[config.mk]
export PLATFORM = sky130hd
export DESIGN_NAME = spi_arbiter
export DESIGN_NICKNAME = d
export VERILOG_FILES = /design/src/rtl/spi_arbiter.sv
export SDC_FILE = /design/constraint.sdc
export NUM_CORES = 1
export LEC_CHECK = 0
export CORE_UTILIZATION = 42
export DETAILED_ROUTE_END_ITERATION = 8
export GPL_TIMING_DRIVEN = 0
export PLACE_DENSITY = 0.9
export SLEW_MARGIN = 5
export SYNTH_ARGS = -nofsm -noshare
export SYNTH_HDL_FRONTEND = slang
export SYNTH_SLANG_ARGS = --single-unit
[constraint.sdc]
create_clock -name clk -period 4.4 [get_ports clk]
set_clock_uncertainty 0.15 [all_clocks]
set_input_delay 0.88 -clock clk [delete_from_list [all_inputs] [get_ports clk]]
set_output_delay 0.88 -clock clk [all_outputs]
set_load 0.02 [all_outputs]
[src/rtl/spi_arbiter.sv]
// ============================================================================
//  Module      : spi_arbiter
//  Description : Four-requester round-robin arbiter in front of a single
//                spi_master. Latches the winner's byte and mode, drives
//                m_start until the master pulls SS low, waits for SS to rise
//                again and then pulses done to the granted requester.
//                Optional watchdog: define SPI_ARB_TIMEOUT_EN to abort a
//                transfer whose SS never falls within TIMEOUT cycles (err).
//  Revision    : 1.0 - initial release
// ============================================================================
`default_nettype none

module spi_arbiter #(
    parameter int TIMEOUT = 64
) (
    input  logic        clk,
    input  logic        reset,
    input  logic [3:0]  req,
    input  logic [31:0] req_din,
    input  logic [7:0]  req_mode,
    output logic [3:0]  gnt,
    output logic [3:0]  done,
    output logic        err,
    output logic        busy,
    output logic        m_start,
    output logic [7:0]  m_din,
    output logic [1:0]  m_mode,
    input  logic        m_ss
);

    localparam logic [2:0] S_IDLE      = 3'd0;
    localparam logic [2:0] S_ISSUE     = 3'd1;
    localparam logic [2:0] S_WAIT_LOW  = 3'd2;
    localparam logic [2:0] S_WAIT_HIGH = 3'd3;
    localparam logic [2:0] S_DONE      = 3'd4;

    // A watchdog shorter than one cycle cannot be honoured.
    if (TIMEOUT < 1) begin : g_bad_timeout
        localparam int BAD_TIMEOUT = 1;
    end

    logic [2:0] r_state;
    logic [2:0] w_next;
    logic [3:0] r_gnt;
    logic [1:0] r_gidx;
    logic [1:0] r_last;
    logic [7:0] r_din;
    logic [1:0] r_mode;
    logic [1:0] w_win_idx;
    logic       w_win_valid;
    logic       w_timeout;

    // Round-robin search starting one past the last completed grant.
    always_comb begin
        logic [1:0] cand;
        w_win_idx   = 2'd0;
        w_win_valid = 1'b0;
        for (int k = 1; k <= 4; k++) begin
            cand = r_last + k[1:0];
            if (!w_win_valid && req[cand]) begin
                w_win_idx   = cand;
                w_win_valid = 1'b1;
            end
        end
    end

`ifdef SPI_ARB_TIMEOUT_EN
    localparam int CW = $clog2(TIMEOUT + 1);
    logic [CW-1:0] r_cnt;
    logic          r_to;

    assign w_timeout = (r_state == S_WAIT_LOW) && m_ss && (r_cnt == CW'(TIMEOUT - 1));

    // Count cycles with m_start high; remember whether DONE came from a timeout.
    always_ff @(posedge clk or posedge reset) begin
        if (reset) begin
            r_cnt <= '0;
            r_to  <= 1'b0;
        end else begin
            if (r_state == S_ISSUE || r_state == S_WAIT_LOW)
                r_cnt <= r_cnt + 1'b1;
            else
                r_cnt <= '0;
            if (r_state == S_WAIT_LOW)
                r_to <= w_timeout;
            else if (r_state != S_DONE)
                r_to <= 1'b0;
        end
    end
`else
    assign w_timeout = 1'b0;
`endif

    // State register.
    always_ff @(posedge clk or posedge reset) begin
        if (reset) r_state <= S_IDLE;
        else       r_state <= w_next;
    end

    // Next-state logic.
    always_comb begin
        w_next = r_state;
        case (r_state)
            S_IDLE:      if (w_win_valid) w_next = S_ISSUE;
            S_ISSUE:     w_next = S_WAIT_LOW;
            S_WAIT_LOW:  begin
                if (!m_ss)          w_next = S_WAIT_HIGH;
                else if (w_timeout) w_next = S_DONE;
            end
            S_WAIT_HIGH: if (m_ss) w_next = S_DONE;
            S_DONE:      w_next = S_IDLE;
            default:     w_next = S_IDLE;
        endcase
    end

    // Grant and payload capture on arbitration; pointer advance on completion.
    always_ff @(posedge clk or posedge reset) begin
        if (reset) begin
            r_gnt  <= 4'd0;
            r_gidx <= 2'd0;
            r_last <= 2'd3;
            r_din  <= 8'd0;
            r_mode <= 2'd0;
        end else if (r_state == S_IDLE && w_win_valid) begin
            r_gnt  <= 4'b0001 << w_win_idx;
            r_gidx <= w_win_idx;
            r_din  <= req_din[{w_win_idx, 3'b000} +: 8];
            r_mode <= req_mode[{w_win_idx, 1'b0} +: 2];
        end else if (r_state == S_DONE) begin
            r_gnt  <= 4'd0;
            r_last <= r_gidx;
        end
    end

    // Output decode from state and captured registers.
    always_comb begin
        gnt     = r_gnt;
        done    = (r_state == S_DONE) ? r_gnt : 4'd0;
`ifdef SPI_ARB_TIMEOUT_EN
        err     = (r_state == S_DONE) && r_to;
`else
        err     = 1'b0;
`endif
        busy    = (r_state != S_IDLE);
        m_start = (r_state == S_ISSUE) || (r_state == S_WAIT_LOW);
        m_din   = r_din;
        m_mode  = r_mode;
    end

endmodule

`default_nettype wire
== After elaboration in Yosys (flattened, before gate mapping) ==
Cells that the tools add are included.
Cells by class
  $lt $le $gt $ge: 4
  bitwise operators: 1
  add/sub/neg operators: 3
  shifts and indexed selects: 3
  eq/ne operators: 7
  reductions and logical operators: 13
  mux-type cells: 23
Operator list (count)
  variable part select 32 x 6 -> 8 bit: 1
  < comparator 2 x 3 -> 1 bit (second input constant): 4
  two-way mux 4 bit: 3
  case mux 3 bit (4 select lines): 1
  two-way mux 3 bit: 3
  binary-select mux 1 bit (select 2 bit): 4
  two-way mux 1 bit: 8
  two-way mux 2 bit: 4
  variable part select 8 x 4 -> 2 bit: 1
  == test 3 x 2 -> 1 bit (second input constant): 2
  != test 2 bit (second input constant): 3
  adder 2 bit (second input constant): 2
  logical AND 1 bit: 4
  left shift 1 x 2 -> 4 bit (first input constant): 1
  == test 3 x 1 -> 1 bit (second input constant): 1
  == test 3 bit (second input constant): 1
  logical NOT 1 bit: 3
  logical NOT 3 bit: 1
  AND reduction 3 bit: 1
  nonzero test 3 bit: 1
  adder 2 x 1 -> 2 bit (second input constant): 1
  AND reduction 2 bit: 1
  nonzero test 2 bit: 1
  logical OR 1 bit: 1
  inverter 1 bit: 1
Storage, ports and cells
  flip-flop bits (word level): 21
  input bits: 47
  output and inout port bits: 21
  logic and storage cells: 60

== Depth between registers and ports, before layout ==
  depth after elaboration: 16
  mapped depth: 7

== Worst setup path before layout ==
OpenSTA, ideal clock, no wires.
  path kind: input to register
  start: in req[3]
  end: reg r_din[0] (netlist: m_din[0])
  stages on the path: 6
  arrival time: 2.021 ns
  setup slack: 2.097 ns
  required time: 4.118 ns
  buffers on the path: 1
  cells stage by stage: nand2b_1 -> o21ai_1 -> a211oi_4 -> buf_4 -> mux2i_1 -> o221ai_2
Between the ends
  word-level cells in the longest chain between the ends: 13
RTL lines
  start: declaration: RTL line 18  | input logic [3:0] req,
  binary-select mux 1 bit (select 2 bit): RTL line 60  | if (!w_win_valid && req[cand]) begin
  two-way mux 1 bit (not written as such): RTL line 60
  two-way mux 1 bit: RTL line 60
  logical NOT 1 bit: RTL line 60
  logical AND 1 bit: RTL line 60
  two-way mux 1 bit: RTL line 60
  logical NOT 1 bit: RTL line 60
  logical AND 1 bit: RTL line 60
  two-way mux 1 bit: RTL line 60
  logical NOT 1 bit: RTL line 60
  logical AND 1 bit: RTL line 60
  two-way mux 2 bit / two-way mux 1 bit (equally long branches): RTL line 60
  variable part select 32 x 6 -> 8 bit / logical AND 1 bit (equally long branches): RTL line 127, 124
  end signal: assignment: RTL line 127  | r_din <= req_din[{w_win_idx, 3'b000} +: 8];
  end: declaration: RTL line 47  | logic [7:0] r_din;
Several ways; a longest one is shown, not always the timed one. The select of a mux whose other input is x is not followed.
A chain may end at the register's enable or synchronous reset.

== Final worst setup path ==
  start: reg r_state[1]
  end: out done[1]
Between the ends
  word-level cells in the longest chain between the ends: 2
RTL lines
  start: declaration: RTL line 42  | logic [2:0] r_state;
  start signal: assignment: RTL line 97  | else r_state <= w_next;
  == test 3 bit: RTL line 138  | done = (r_state == S_DONE) ? r_gnt : 4'd0;
  two-way mux 4 bit: RTL line 138
  end: declaration: RTL line 22  | output logic [3:0] done,
Every way passes these cells.

==> summary.txt <==
Outcome
  – Status: finished, violations left
  – Violated checks: DRC

Power and ir drop
  – Power share of the combinational group: between 60% and 70%
  – P_leak: about 0.88 nW
  – Net switching power: ~0.00048 W
  – Clk pwr share: approximately 7.8%
  – Switch share: about two fifths
  – Peak supply drop: roughly 0.36 mV
  – Flop pwr share: a little under a third
  – Power Dens Cells: 587 mW/mm^2
  – Cell-internal power: 0.000696 W

STA
  – Final hold viol count: 0
  – Min Hold Slack: between 0.3 and 0.4 ns
  – Max Freq: roughly 0.34 GHz
  – Minimum clock period: 2.95 ns
  – RSZ-0062 raised after global routing: no
  – Slew of the pin with the lowest slew margin: 0.785 ns
  – PnR worst setup slack: about 1.5 ns
  – Setup TNS Final: 0 ns
  – Endpoints failing setup: 0
  – Max-slew headroom: between 40 and 50%
  – Max Slew Vio Count: 0
  – Fin crit share: between 60% and 70%

Flow run
  – MaxCap Viol Count: 0

Layout
  – Fin area: between 0.002 and 0.0025 sq mm
  – Commonest non-fill, non-tap cell in the layout: clkdlybuf4s50_1
  – Nets@finish: 235
  – Fillers: 207
  – Commonest cells after routing, fill and taps aside: clkdlybuf4s50_1 (66), mux2i_1 (20), dfrtp_1 (19), nand2_1 (15), o221ai_2 (7)
  – Sequential Area: about 530 sq um
  – Post-route core utilization: between 70% and 80%
  – Diodes inserted: 0
  – Layout cell share with drive strength beyond 1: 15.5%
  – Multi-input logic area: approximately 670 sq um
  – Area grow syn2layout: 56.8%

Synth
  – Top cells by area, synth: dfrtp_1 (37%), mux2i_1 (16%), o221ai_2 (8.2%)
  – Ys flop type: dfrtp_1
  – Asr flop ratio synth: 100%
  – Mapped cell area: ~0.0013 sq mm
  – Syn nets: 164
  – Area leader, netlist: dfrtp_1
  – Cell variety after synth: 28
  – Post-synthesis area per instance: about 11 sq um
  – Register area share after synthesis: between 40% and 50%
  – Mapped Cells: roughly 120
  – Synth top area share: between 30% and 40%
  – Total number of yosys warnings: 0
  – Number of synthesized flops with an enable pin: 0
  – FF+latch count, synth: 21

Global route
  – Antenna violations before repair: 0
  – Largest net degree at the start of global routing: 22
  – Global-route wire length before repair: around 5400 um
  – Grt ovf: 0
  – Vias in the first global route: ~1200
  – Gr usage total: a little over a fifth

Placed design
  – Setup WS pre-CTS: around 1.3 ns
  – Area after DPL: just under 0.002 sq mm
  – HPWL after detailed placement: roughly 2600 um
  – Placer congestion estimate: 0.720
  – PortBufs: 66

Die
  – Initial Utilization: 45.2%
  – Chip Width: ~57 um
  – Cell Rows: 19
  – Area of the core: approximately 0.0028 sq mm
  – Die Y: 57.2 um
  – I/O pin count: ~70
  – Total die area: 0.00327 sq mm

Critical path
  – Worst path depth: 3
  – Crit end category: output port
  – Largest delay contributor family on the critical path: buffers and inverters
  – CP Cell Sequence: nor2_1, and3_1, clkdlybuf4s50_1
  – WP data arrival: around 1.9 ns
  – Critical path type: reg2out
  – CP max-delay cell: clkdlybuf4s50_1
  – Startpoint Class: register
  – R2R depth: 6
  – CP required: between 3 and 4 ns
  – Max incr delay on CP: around 0.6 ns
  – WP buf/inv: 1
  – Critical path peak fanout: 7
  – Worst reg2reg setup slack: 2.20 ns

Routing
  – Detail Route Antenna Nets: 0
  – First drt pass iteration count: 6
  – Via density: between 5 and 6
  – Drt total wl: 3210 um
  – DR iter-0 viols: 21
  – Mean routed wirelength per cell: between 10 and 15 um
  – Post-route DRC violation count: 4
  – Total number of vias: 1175

Clock network
  – Worst-path clk slew: 0.12 ns
  – Clk sink count: 21
  – Number of buffers created by CTS: 3
  – H-tree depth: 1
  – Postcts setup bufs: 0
  – CTS tree: done
  – Clk_lat worst skew: 0.31 ns
  – CTS root buf: clkbuf_4
  – PostCTS Resize Cnt: 0
  – Clock Tree Buf Depth: 2
  – Hold_buf cts: 0

Worst hold path
  – Hold WC Path Type: reg2reg
  – Hold Path Cell Cnt: 2
kinds of logic (layout without fill, tap and decap cells):
kind of cell / after synthesis / after routing / share of synthesized area [%]
and+or+nand+nor: 40 / 40 / 16.8
muxes: 22 / 22 / 17.4
AOI/OAI and AO/OA: 21 / 21 / 16.8
DFF: 21 / 21 / 41.3
buffers and inverters: 11 / 81 / 6.74
other: 1 / 1 / 0.293
xor gates and xnor gates: 1 / 1 / 0.684
Yosys cell counts (all sizes together), types with 2 or more instances:
master  count
mux2i      20
dfrtp      19
nand2      15
o221ai     11
buf         7
o21ai       6
and3        5
nand2b      5
nor2        5
nand3       4
inv         3
a21oi       2
dfstp       2
mux2        2
nor2b       2
nor3        2
worst min-delay path, delay by kind of cell (launching register included):
kind / cells / cell delay, ns
flip-flops: 1 / 0.37
AND/OR/NAND/NOR: 2 / 0.10
worst paths after layout:
check,start,to
worst max-delay path,r_state[1],done[1]
min in group asynchronous,reset,r_gidx[0]
max in group asynchronous,reset,r_state[1]
worst min-delay path,r_gidx[1],r_gidx[1]
worst min register to register,r_gidx[1],r_gidx[1]
worst max register to register,r_last[0],m_din[3]
registers in the layout (all words and copies together) (netlist names):
| register | flops |
|---|---|
| gnt | 4 |
| r_state | 3 |
| r_last | 2 |
| m_mode | 2 |
| r_gidx | 2 |
| m_din | 8 |
layer usage:
metal  global-route usage (%)  part of all wire [%]
met1                     25.3                    39
met2                     39.2                    53
met3                     3.40                   6.1
met4                     8.01                   1.4
met5                        0                     0
per-stage QoR:
stage	instances	total power (W)
2_1_floorplan	117	0.000820
6_report	218	0.00118
4_1_cts	218	0.00120
5_1_grt	218	0.00126
3_5_place_dp	214	0.00110
3_3_place_gp	214	0.00107
power groups by stage:
stage	Sequential, W	Combinational (W)	Clock, W
2_1_floorplan	0.000417	0.000403	0
3_3_place_gp	0.000351	0.000717	0
3_5_place_dp	0.000356	0.000743	0
4_1_cts	0.000354	0.000745	0.0000990
5_1_grt	0.000365	0.000786	0.000105
6_report	0.000354	0.000732	0.0000919
layout make-up:
class	instances	share of cell area, %
plain buffers	8	3.74
clock inverters	1	0.249
multi-input cells	85	33.2
repair buffers	66	32.9
clock buffers	3	1.12
flip-flops and latches	21	26.3
inverters	3	0.561
well taps	31	1.93
(Power assumes the default switching activity.)
